$ cat config.mk
export PLATFORM = sky130hd
export DESIGN_NAME = turn_signal_ctrl
export DESIGN_NICKNAME = d
export VERILOG_FILES = /design/src/rtl/tsc_pkg.sv /design/src/rtl/sig_debounce.sv /design/src/rtl/turn_signal_ctrl.sv
export SDC_FILE = /design/constraint.sdc
export NUM_CORES = 1
export LEC_CHECK = 0
export CORE_MARGIN = 2
export CORE_UTILIZATION = 45
export DETAILED_ROUTE_END_ITERATION = 16
export GPL_TIMING_DRIVEN = 0
export PLACE_DENSITY = 0.67
export SETUP_SLACK_MARGIN = 0.1
export SLEW_MARGIN = 20
export SYNTH_ARGS = -nofsm -noshare
export SYNTH_HDL_FRONTEND = slang
export SYNTH_SLANG_ARGS = --single-unit
$ cat constraint.sdc
create_clock -name clk -period 3.1 [get_ports clk]
set_input_delay 0.465 -clock clk [delete_from_list [all_inputs] [get_ports clk]]
set_output_delay 0.465 -clock clk [all_outputs]
set_load 0.01 [all_outputs]
$ cat src/rtl/tsc_pkg.sv
// Shared types and constants for the turn-signal front end.
package tsc_pkg;
    typedef enum logic [1:0] {
        IDLE   = 2'd0,
        TURN_L = 2'd1,
        TURN_R = 2'd2,
        HAZARD = 2'd3
    } tsc_state_e;

    localparam int SYNC_STAGES = 2;
endpackage

$ cat src/rtl/sig_debounce.sv
// Two-flop synchronizer followed by a stability counter; the debounced level
// only follows the synchronized input after DB_CYCLES consecutive disagreeing cycles.
module sig_debounce
    import tsc_pkg::*;
#(
    parameter int DB_CYCLES = 4
) (
    input  logic i_clk,
    input  logic i_rst,
    input  logic i_raw,
    output logic o_db
);
    localparam int CW = $clog2(DB_CYCLES);

    logic [SYNC_STAGES-1:0] r_sync;
    logic [CW-1:0]          r_cnt;
    logic                   r_db;
    logic                   w_sync;

    assign w_sync = r_sync[SYNC_STAGES-1];
    assign o_db   = r_db;

    always_ff @(posedge i_clk) begin
        if (i_rst) begin
            r_sync <= '0;
            r_cnt  <= '0;
            r_db   <= 1'b0;
        end else begin
            r_sync <= {r_sync[SYNC_STAGES-2:0], i_raw};
            if (w_sync == r_db) begin
                r_cnt <= '0;
            end else if (r_cnt == CW'(DB_CYCLES - 1)) begin
                r_db  <= w_sync;
                r_cnt <= '0;
            end else begin
                r_cnt <= r_cnt + 1'b1;
            end
        end
    end
endmodule

$ cat src/rtl/turn_signal_ctrl.sv
// Driver-control front end: debounced stalks/button drive a small FSM that
// emits mutually exclusive LEFT/RIGHT/HAZ levels with auto-cancel and lockout.
module turn_signal_ctrl
    import tsc_pkg::*;
#(
    parameter int DB_CYCLES   = 4,
    parameter int AUTO_CANCEL = 32
) (
    input  logic clk,
    input  logic reset,
    input  logic stalk_left_raw,
    input  logic stalk_right_raw,
    input  logic haz_btn_raw,
    input  logic wheel_center_raw,
    output logic LEFT,
    output logic RIGHT,
    output logic HAZ
);
    localparam int TW = $clog2(AUTO_CANCEL);

    logic                   w_left, w_right, w_haz;
    logic [SYNC_STAGES-1:0] r_wheel_sync;
    logic                   r_haz_prev;
    tsc_state_e             r_state, w_next;
    logic [TW-1:0]          r_timer;
    logic                   r_lockout;
    logic                   r_left, r_right, r_haz;
    logic                   w_cancel, w_haz_press, w_wheel, w_in_turn, w_next_turn;

    sig_debounce #(.DB_CYCLES(DB_CYCLES)) u_db_left (
        .i_clk(clk), .i_rst(reset), .i_raw(stalk_left_raw), .o_db(w_left)
    );
    sig_debounce #(.DB_CYCLES(DB_CYCLES)) u_db_right (
        .i_clk(clk), .i_rst(reset), .i_raw(stalk_right_raw), .o_db(w_right)
    );
    sig_debounce #(.DB_CYCLES(DB_CYCLES)) u_db_haz (
        .i_clk(clk), .i_rst(reset), .i_raw(haz_btn_raw), .o_db(w_haz)
    );

    assign w_wheel     = r_wheel_sync[SYNC_STAGES-1];
    assign w_haz_press = w_haz & ~r_haz_prev;
    assign w_in_turn   = (r_state == TURN_L) || (r_state == TURN_R);
    assign w_next_turn = (w_next == TURN_L) || (w_next == TURN_R);

    assign LEFT  = r_left;
    assign RIGHT = r_right;
    assign HAZ   = r_haz;

    always_comb begin
        w_next   = r_state;
        w_cancel = 1'b0;
        if (w_haz_press) begin
            w_next = (r_state == HAZARD) ? IDLE : HAZARD;
        end else if (r_state == HAZARD) begin
            w_next = HAZARD;
        end else if (w_in_turn && (w_wheel || r_timer == TW'(AUTO_CANCEL - 1))) begin
            w_next   = IDLE;
            w_cancel = 1'b1;
        end else if (w_left && w_right) begin
            w_next = IDLE;
        end else if (!r_lockout) begin
            if (w_left)       w_next = TURN_L;
            else if (w_right) w_next = TURN_R;
            else              w_next = IDLE;
        end
    end

    // Outputs are registered decodes of the next state so they align with r_state.
    always_ff @(posedge clk) begin
        if (reset) begin
            r_state      <= IDLE;
            r_left       <= 1'b0;
            r_right      <= 1'b0;
            r_haz        <= 1'b0;
            r_timer      <= '0;
            r_lockout    <= 1'b0;
            r_haz_prev   <= 1'b0;
            r_wheel_sync <= '0;
        end else begin
            r_state      <= w_next;
            r_left       <= (w_next == TURN_L);
            r_right      <= (w_next == TURN_R);
            r_haz        <= (w_next == HAZARD);
            r_haz_prev   <= w_haz;
            r_wheel_sync <= {r_wheel_sync[SYNC_STAGES-2:0], wheel_center_raw};
            if (w_next_turn && (w_next != r_state))
                r_timer <= '0;
            else if (w_in_turn && (r_timer != '1))
                r_timer <= r_timer + 1'b1;
            if (w_cancel)
                r_lockout <= 1'b1;
            else if (!w_left && !w_right)
                r_lockout <= 1'b0;
        end
    end
endmodule

; ---- Word-level counts from Yosys, hierarchy flattened
; Cells that the tools add are included.
[classes]
addsub = 4
eq_ne = 15
mux = 13
reduce_logical = 18
bitwise_logic = 5
[op_table]
columns = op, n
row1 = 2-bit two-way mux, 8
row2 = 2-bit equality test (second input constant), 7
row3 = 3-bit OR reduction, 3
row4 = 2-bit by 1-bit adder with 2-bit output (second input constant), 3
row5 = 2-bit AND reduction, 3
row6 = 5-bit by 1-bit adder with 5-bit output (second input constant), 1
row7 = 5-bit equality test (second input constant), 1
row8 = 1-bit logical AND, 5
row9 = 1-bit two-way mux, 5
row10 = 5-bit inequality test (second input constant), 1
row11 = 2-bit by 1-bit equality test with 1-bit output (second input constant), 2
row12 = 1-bit inverter, 4
row13 = 1-bit equality test, 3
row14 = 1-bit logical OR, 3
row15 = 1-bit zero test, 2
row16 = 2-bit inequality test, 1
row17 = 2-bit nonzero test, 1
row18 = 2-bit OR reduction, 1
row19 = 1-bit AND, 1
[totals]
word_cells = 72
register_bits = 29

; ---- Logic depth before layout (Yosys ltp)
[depth]
word_depth = 11
ltp_mapped = 10
mapped_depth_nobuf = 10

; ---- By module
; A second synthesis with hierarchy kept.
[hier_totals]
hier_cells = 112
area_unflattened_um2 = 1255.0
[modules_own_cells]
columns = mod, n_inst, area_each_um2, cells_per_inst, seq_area_each_um2
row1 = turn_signal_ctrl, 1, 748.2, 73, 280.3
row2 = sig_debounce, 3, 168.9, 13, 100.1

; ---- Worst setup path after synthesis
; OpenSTA, ideal clock, no wires.
[synth_timing]
path_type = reg2reg
from = register r_timer[0]
to = register r_timer[0]
period_less_slack_ps = 2194
t_arrival_ps = 2103
path_stages_with_launch = 11
slack_ps = 906
setup_ps = 91
n_path_buf = 0
required_time_ps = 3009
cell_sequence = dfxtp_1 ha_1 and3_1 ha_1 o21ai_1 o21ai_0 o22ai_1 ha_1 o31ai_1 a211oi_2 a311oi_1
[synth_via]
elab_chain_cells = 10
[synth_lines]
columns = element, line_no
row1 = from (decl), turn_signal_ctrl.sv:25  ; logic [TW-1:0] r_timer;
row2 = from (signal assigned), turn_signal_ctrl.sv:89  ; r_timer <= r_timer + 1'b1;
row3 = 5-bit equality test (*), turn_signal_ctrl.sv:56  ; end else if (w_in_turn && (w_wheel || r_timer == TW'(AUTO_CANCEL - 1))) begin
row4 = 1-bit logical OR (*), turn_signal_ctrl.sv:56
row5 = 1-bit logical AND (*), turn_signal_ctrl.sv:56
row6 = 2-bit two-way mux (*), turn_signal_ctrl.sv:56
row7 = 2-bit two-way mux (*), turn_signal_ctrl.sv:54  ; end else if (r_state == HAZARD) begin
row8 = 2-bit two-way mux (*), turn_signal_ctrl.sv:52  ; if (w_haz_press) begin
row9 = net w_next[1], turn_signal_ctrl.sv:24  ; tsc_state_e r_state, w_next;
row10 = 2-bit by 1-bit equality test with 1-bit output or 2-bit equality test (tied branches), turn_signal_ctrl.sv:43  ; assign w_next_turn = (w_next == TURN_L) || (w_next == TURN_R);
row11 = 1-bit logical OR, turn_signal_ctrl.sv:43
row12 = 1-bit logical AND (*), turn_signal_ctrl.sv:86  ; if (w_next_turn && (w_next != r_state))
row13 = 2-bit OR reduction (no source line) (*), --
; The timed path passes the listed nets; every way through them passes the cells marked *.
; A chain may end at the register's enable or synchronous reset.

; ---- Final worst setup path
[layout_timing]
from = register r_timer[0]
to = register r_timer[4]
; The elaborated chain is that of the path after synthesis.

==> qor.txt <==
JOB
--------------------------------------------------------------------------------
Max-Cap Viols                                                                  0

FINAL LAYOUT
--------------------------------------------------------------------------------
Post-layout instance count excluding filler cells                            170
Synthesis-to-layout area growth                                            14.1%
Fraction of layout instances using a drive strength above 1                7.91%
Number of diodes                                                               0
Final Core Density                                                         52.5%
Cell area after layout                                                1410 sq um
Final #Nets                                                                  154
Fillers                                                                      250

GLOBAL ROUTING
--------------------------------------------------------------------------------
Total overflow reported by the global router                                   0
Largest net degree at the start of global routing                             11
Tot GR Track Use                                                           15.8%
Wire length of the first global-routing pass                             3.86 mm
Number of antenna violations at the first check in global routing              0
Via count of the first global-routing pass                                   913

STATUS
--------------------------------------------------------------------------------
Run status                                                             completed

FLOORPLAN
--------------------------------------------------------------------------------
Starting density of the core                                               46.1%
Number of placement rows                                                      19
X dimension of the die                                              56.4 microns
Ports                                                                          9
Core outline area                                                     2690 sq um
Vertical die dimension                                              56.4 microns
Area of the die                                                       3190 sq um

TIMING
--------------------------------------------------------------------------------
Final Hold Slack                                                        0.420 ns
Count of endpoints failing hold in the final timing report                     0
Relative max-transition margin                                             63.6%
Fraction of the cycle the final worst path needs                           82.1%
Count of final setup violators                                                 0
Worst Tran Pin Value                                                    0.541 ns
Max-slew violations                                                            0
Min Tclk post-route                                                      2.54 ns
RSZ-0062 raised after global routing                                       false
Setup TNS Final                                                             0 ns
Worst Clk Skew                                                        0.00208 ns
Maximum clock frequency                                                  393 MHz

ROUTE
--------------------------------------------------------------------------------
WL/cell                                                             11.8 microns
Detailed-route wire length                                               2.00 mm
Vias per std cell                                                           5.19
Post-route ant nets                                                            0
Total DRC errors in the routed layout                                          0
Initial detailed-routing violation count                                       9
Count of TritonRoute iterations in the first routing pass                      2
Vias                                                                         882

YOSYS
--------------------------------------------------------------------------------
Primary flip-flop cell chosen by synthesis mapping                       dfxtp_1
Number of synthesized flops with an enable pin                                 0
Post-Syn Area per Cell                                                9.98 sq um
Area share of the leading cell type in the synthesized netlist             46.9%
Share of synthesized area occupied by flip-flops and latches               46.9%
Yosys warns                                                                    0
Synthesized area                                                      1240 sq um
Cell accounting for the most synthesized area                            dfxtp_1
Yosys reg bits                                                                29
Share of flip-flops with an asynchronous set or reset                         0%
Mapped Nets                                                                  139
Number of cells produced by synthesis                                        124
Synth unique cells                                                            29
Top post-synthesis cells by area                                    dfxtp_1 47%, ha_1 9.1%, nor2b_1 7.6%

CRITICAL PATH
--------------------------------------------------------------------------------
Kind of critical path                                               flop to flop
Data arrival time of the critical path                                   2.72 ns
Element type at the critical path end                                       flop
Critical path required time                                              3.28 ns
Worst-case register-to-register setup slack                              0.56 ns
Type of origin of the critical path                                         flop
Largest fanout on the critical path                                            5

CLOCK TREE
--------------------------------------------------------------------------------
Maximum root-to-sink buffer count                                              2
Clk slew on worst S/H paths                                              0.08 ns
Number of post-CTS setup repair buffers                                        0
CTS tree                                                                     yes
Post-cts gate resize count                                                     0
Number of levels in the clock H-tree                                           2
Total of hold buffers inserted after clock tree synthesis                      0
Root buffer cell                                                        clkbuf_4
Cts bufs inserted                                                              5
Clock insertion delay at the later pin of the skew report                0.31 ns
# clock sinks                                                                 29

POWER
--------------------------------------------------------------------------------
Net Sw Frac                                                                20.5%
Total power divided by cell area                                     442 nW/um^2
P_int                                                                 0.000496 W
Leakage                                                                 0.530 nW
VDD IR max                                                                334 uV
Clock network fraction of design power                                     35.9%
Relative contribution of combinational cells to total power                 3.0%
Sw power                                                              0.000128 W
Reg power frac                                                             61.0%

PLACEMENT
--------------------------------------------------------------------------------
Port-buffer cells                                                              8
RePlAce Congestion                                                         0.723
Total cell area at the placement stage                                1360 sq um
DP Cell Count                                                                163
Half-perimeter wire length of the detailed placement result              1.45 mm

HOLD PATH
--------------------------------------------------------------------------------
Worst hold-check path type                                          flop to flop

-- final cells by class --
type | instances | area, sq um | area share (%)
flip-flops and latches | 29 | 581 | 41.1
clock buffers | 7 | 55.1 | 3.90
well taps | 31 | 38.8 | 2.75
multi-input cells | 86 | 623 | 44.1
plain buffers | 4 | 15.0 | 1.06
inverters | 5 | 18.8 | 1.33
repair buffers | 8 | 80.1 | 5.67
-- cells by family after synthesis --
kind of cell               share of synthesized area (%)
AOI/OAI and AO/OA                                   11.7
xor gates and xnor gates                            4.25
adders and majority gates                           9.10
buffers and inverters                               2.73
DFF                                                 46.9
muxes                                               6.17
and+or+nand+nor                                     19.1
-- critical path, cell delays in order, from the launching register on --
cell and delay (ns):
dfxtp_1 0.34, ha_1 0.21, and3_1 0.19, ha_1 0.20, o21ai_1 0.26, o21ai_0 0.15, o22ai_1 0.30, ha_1 0.21
o31ai_1 0.07, a211oi_2 0.32, a311oi_1 0.15
-- layout by cell type, fill, tap and decap left out --
cell type,instances
a211oi_2,2
a21oi_1,4
a21oi_2,1
a311oi_1,5
and2b_1,1
and3_1,1
clkbuf_1,5
clkbuf_4,5
clkbuf_8,1
clkdlybuf4s50_1,8
dfxtp_1,29
ha_1,9
inv_1,5
mux2_2,1
mux2_4,1
mux2i_1,5
nand2_1,5
nand2b_1,1
nand3b_1,2
nand4_1,1
nor2_1,12
nor2b_1,15
nor4_1,1
o211ai_1,1
o21ai_0,3
o21ai_1,1
o22ai_1,2
o31ai_1,1
or2_1,1
or3_1,4
xnor2_1,4
xor2_1,2
-- sequential cells by signal (all words and copies together) (netlist names), 2 cells and up --
name,cells
u_db_left.r_sync,2
u_db_left.r_cnt,2
u_db_right.r_sync,2
u_db_right.r_cnt,2
u_db_haz.r_sync,2
u_db_haz.r_cnt,2
r_timer,5
r_wheel_sync,2
r_state,2
-- power groups by stage --
stage	Sequential, W	Clock [W]	Combinational [W]
2_1_floorplan	0.000389	0	0.00000958
3_3_place_gp	0.000389	0	0.0000184
3_5_place_dp	0.000389	0	0.0000190
4_1_cts	0.000381	0.000236	0.0000191
5_1_grt	0.000381	0.000248	0.0000219
6_report	0.000380	0.000224	0.0000188
-- routing by layer --
metal / track usage (%) / vias up / wire (microns)
li1: - / 457 / -
met1: 18.3 / 407 / 939
met2: 24.3 / 16 / 935
met3: 6.22 / 2 / 97
met4: 10.2 / 0 / 29
met5: 0 / - / 0
-- Yosys cell counts (all sizes together), types with 2 or more instances --
cell type and number:
o22ai 2, nor2b 15, nor2 12, mux2 2
xor2 2, o21ai 4, mux2i 5, a211oi 2
clkbuf 4, nand2 5, or3 4, inv 5
a21oi 5, xnor2 4, dfxtp 29, ha 9
nand3b 2, a311oi 5
-- per-stage QoR --
| step | setup slack [ns] | power, W |
|---|---|---|
| after floorplan | 0.906 | 0.000398 |
| after global placement | 0.590 | 0.000407 |
| after detailed placement | 0.604 | 0.000408 |
| after CTS | 0.560 | 0.000635 |
| after global routing | 0.293 | 0.000651 |
| final | 0.556 | 0.000623 |
-- worst paths after layout --
| path | startpoint | end | cells after the start |
|---|---|---|---|
| setup / recovery | r_timer[0]$_SDFFE_PP0P_ | r_timer[4]$_SDFFE_PP0P_ | 10 |
| hold / removal | u_db_haz.r_cnt[0]$_SDFF_PP0_ | u_db_haz.r_cnt[0]$_SDFF_PP0_ | 1 |
| setup reg to reg | r_timer[0]$_SDFFE_PP0P_ | r_timer[4]$_SDFFE_PP0P_ | 10 |
| hold reg to reg | u_db_haz.r_cnt[0]$_SDFF_PP0_ | u_db_haz.r_cnt[0]$_SDFF_PP0_ | 1 |
No activity file was read; power rests on OpenSTA's default activity.
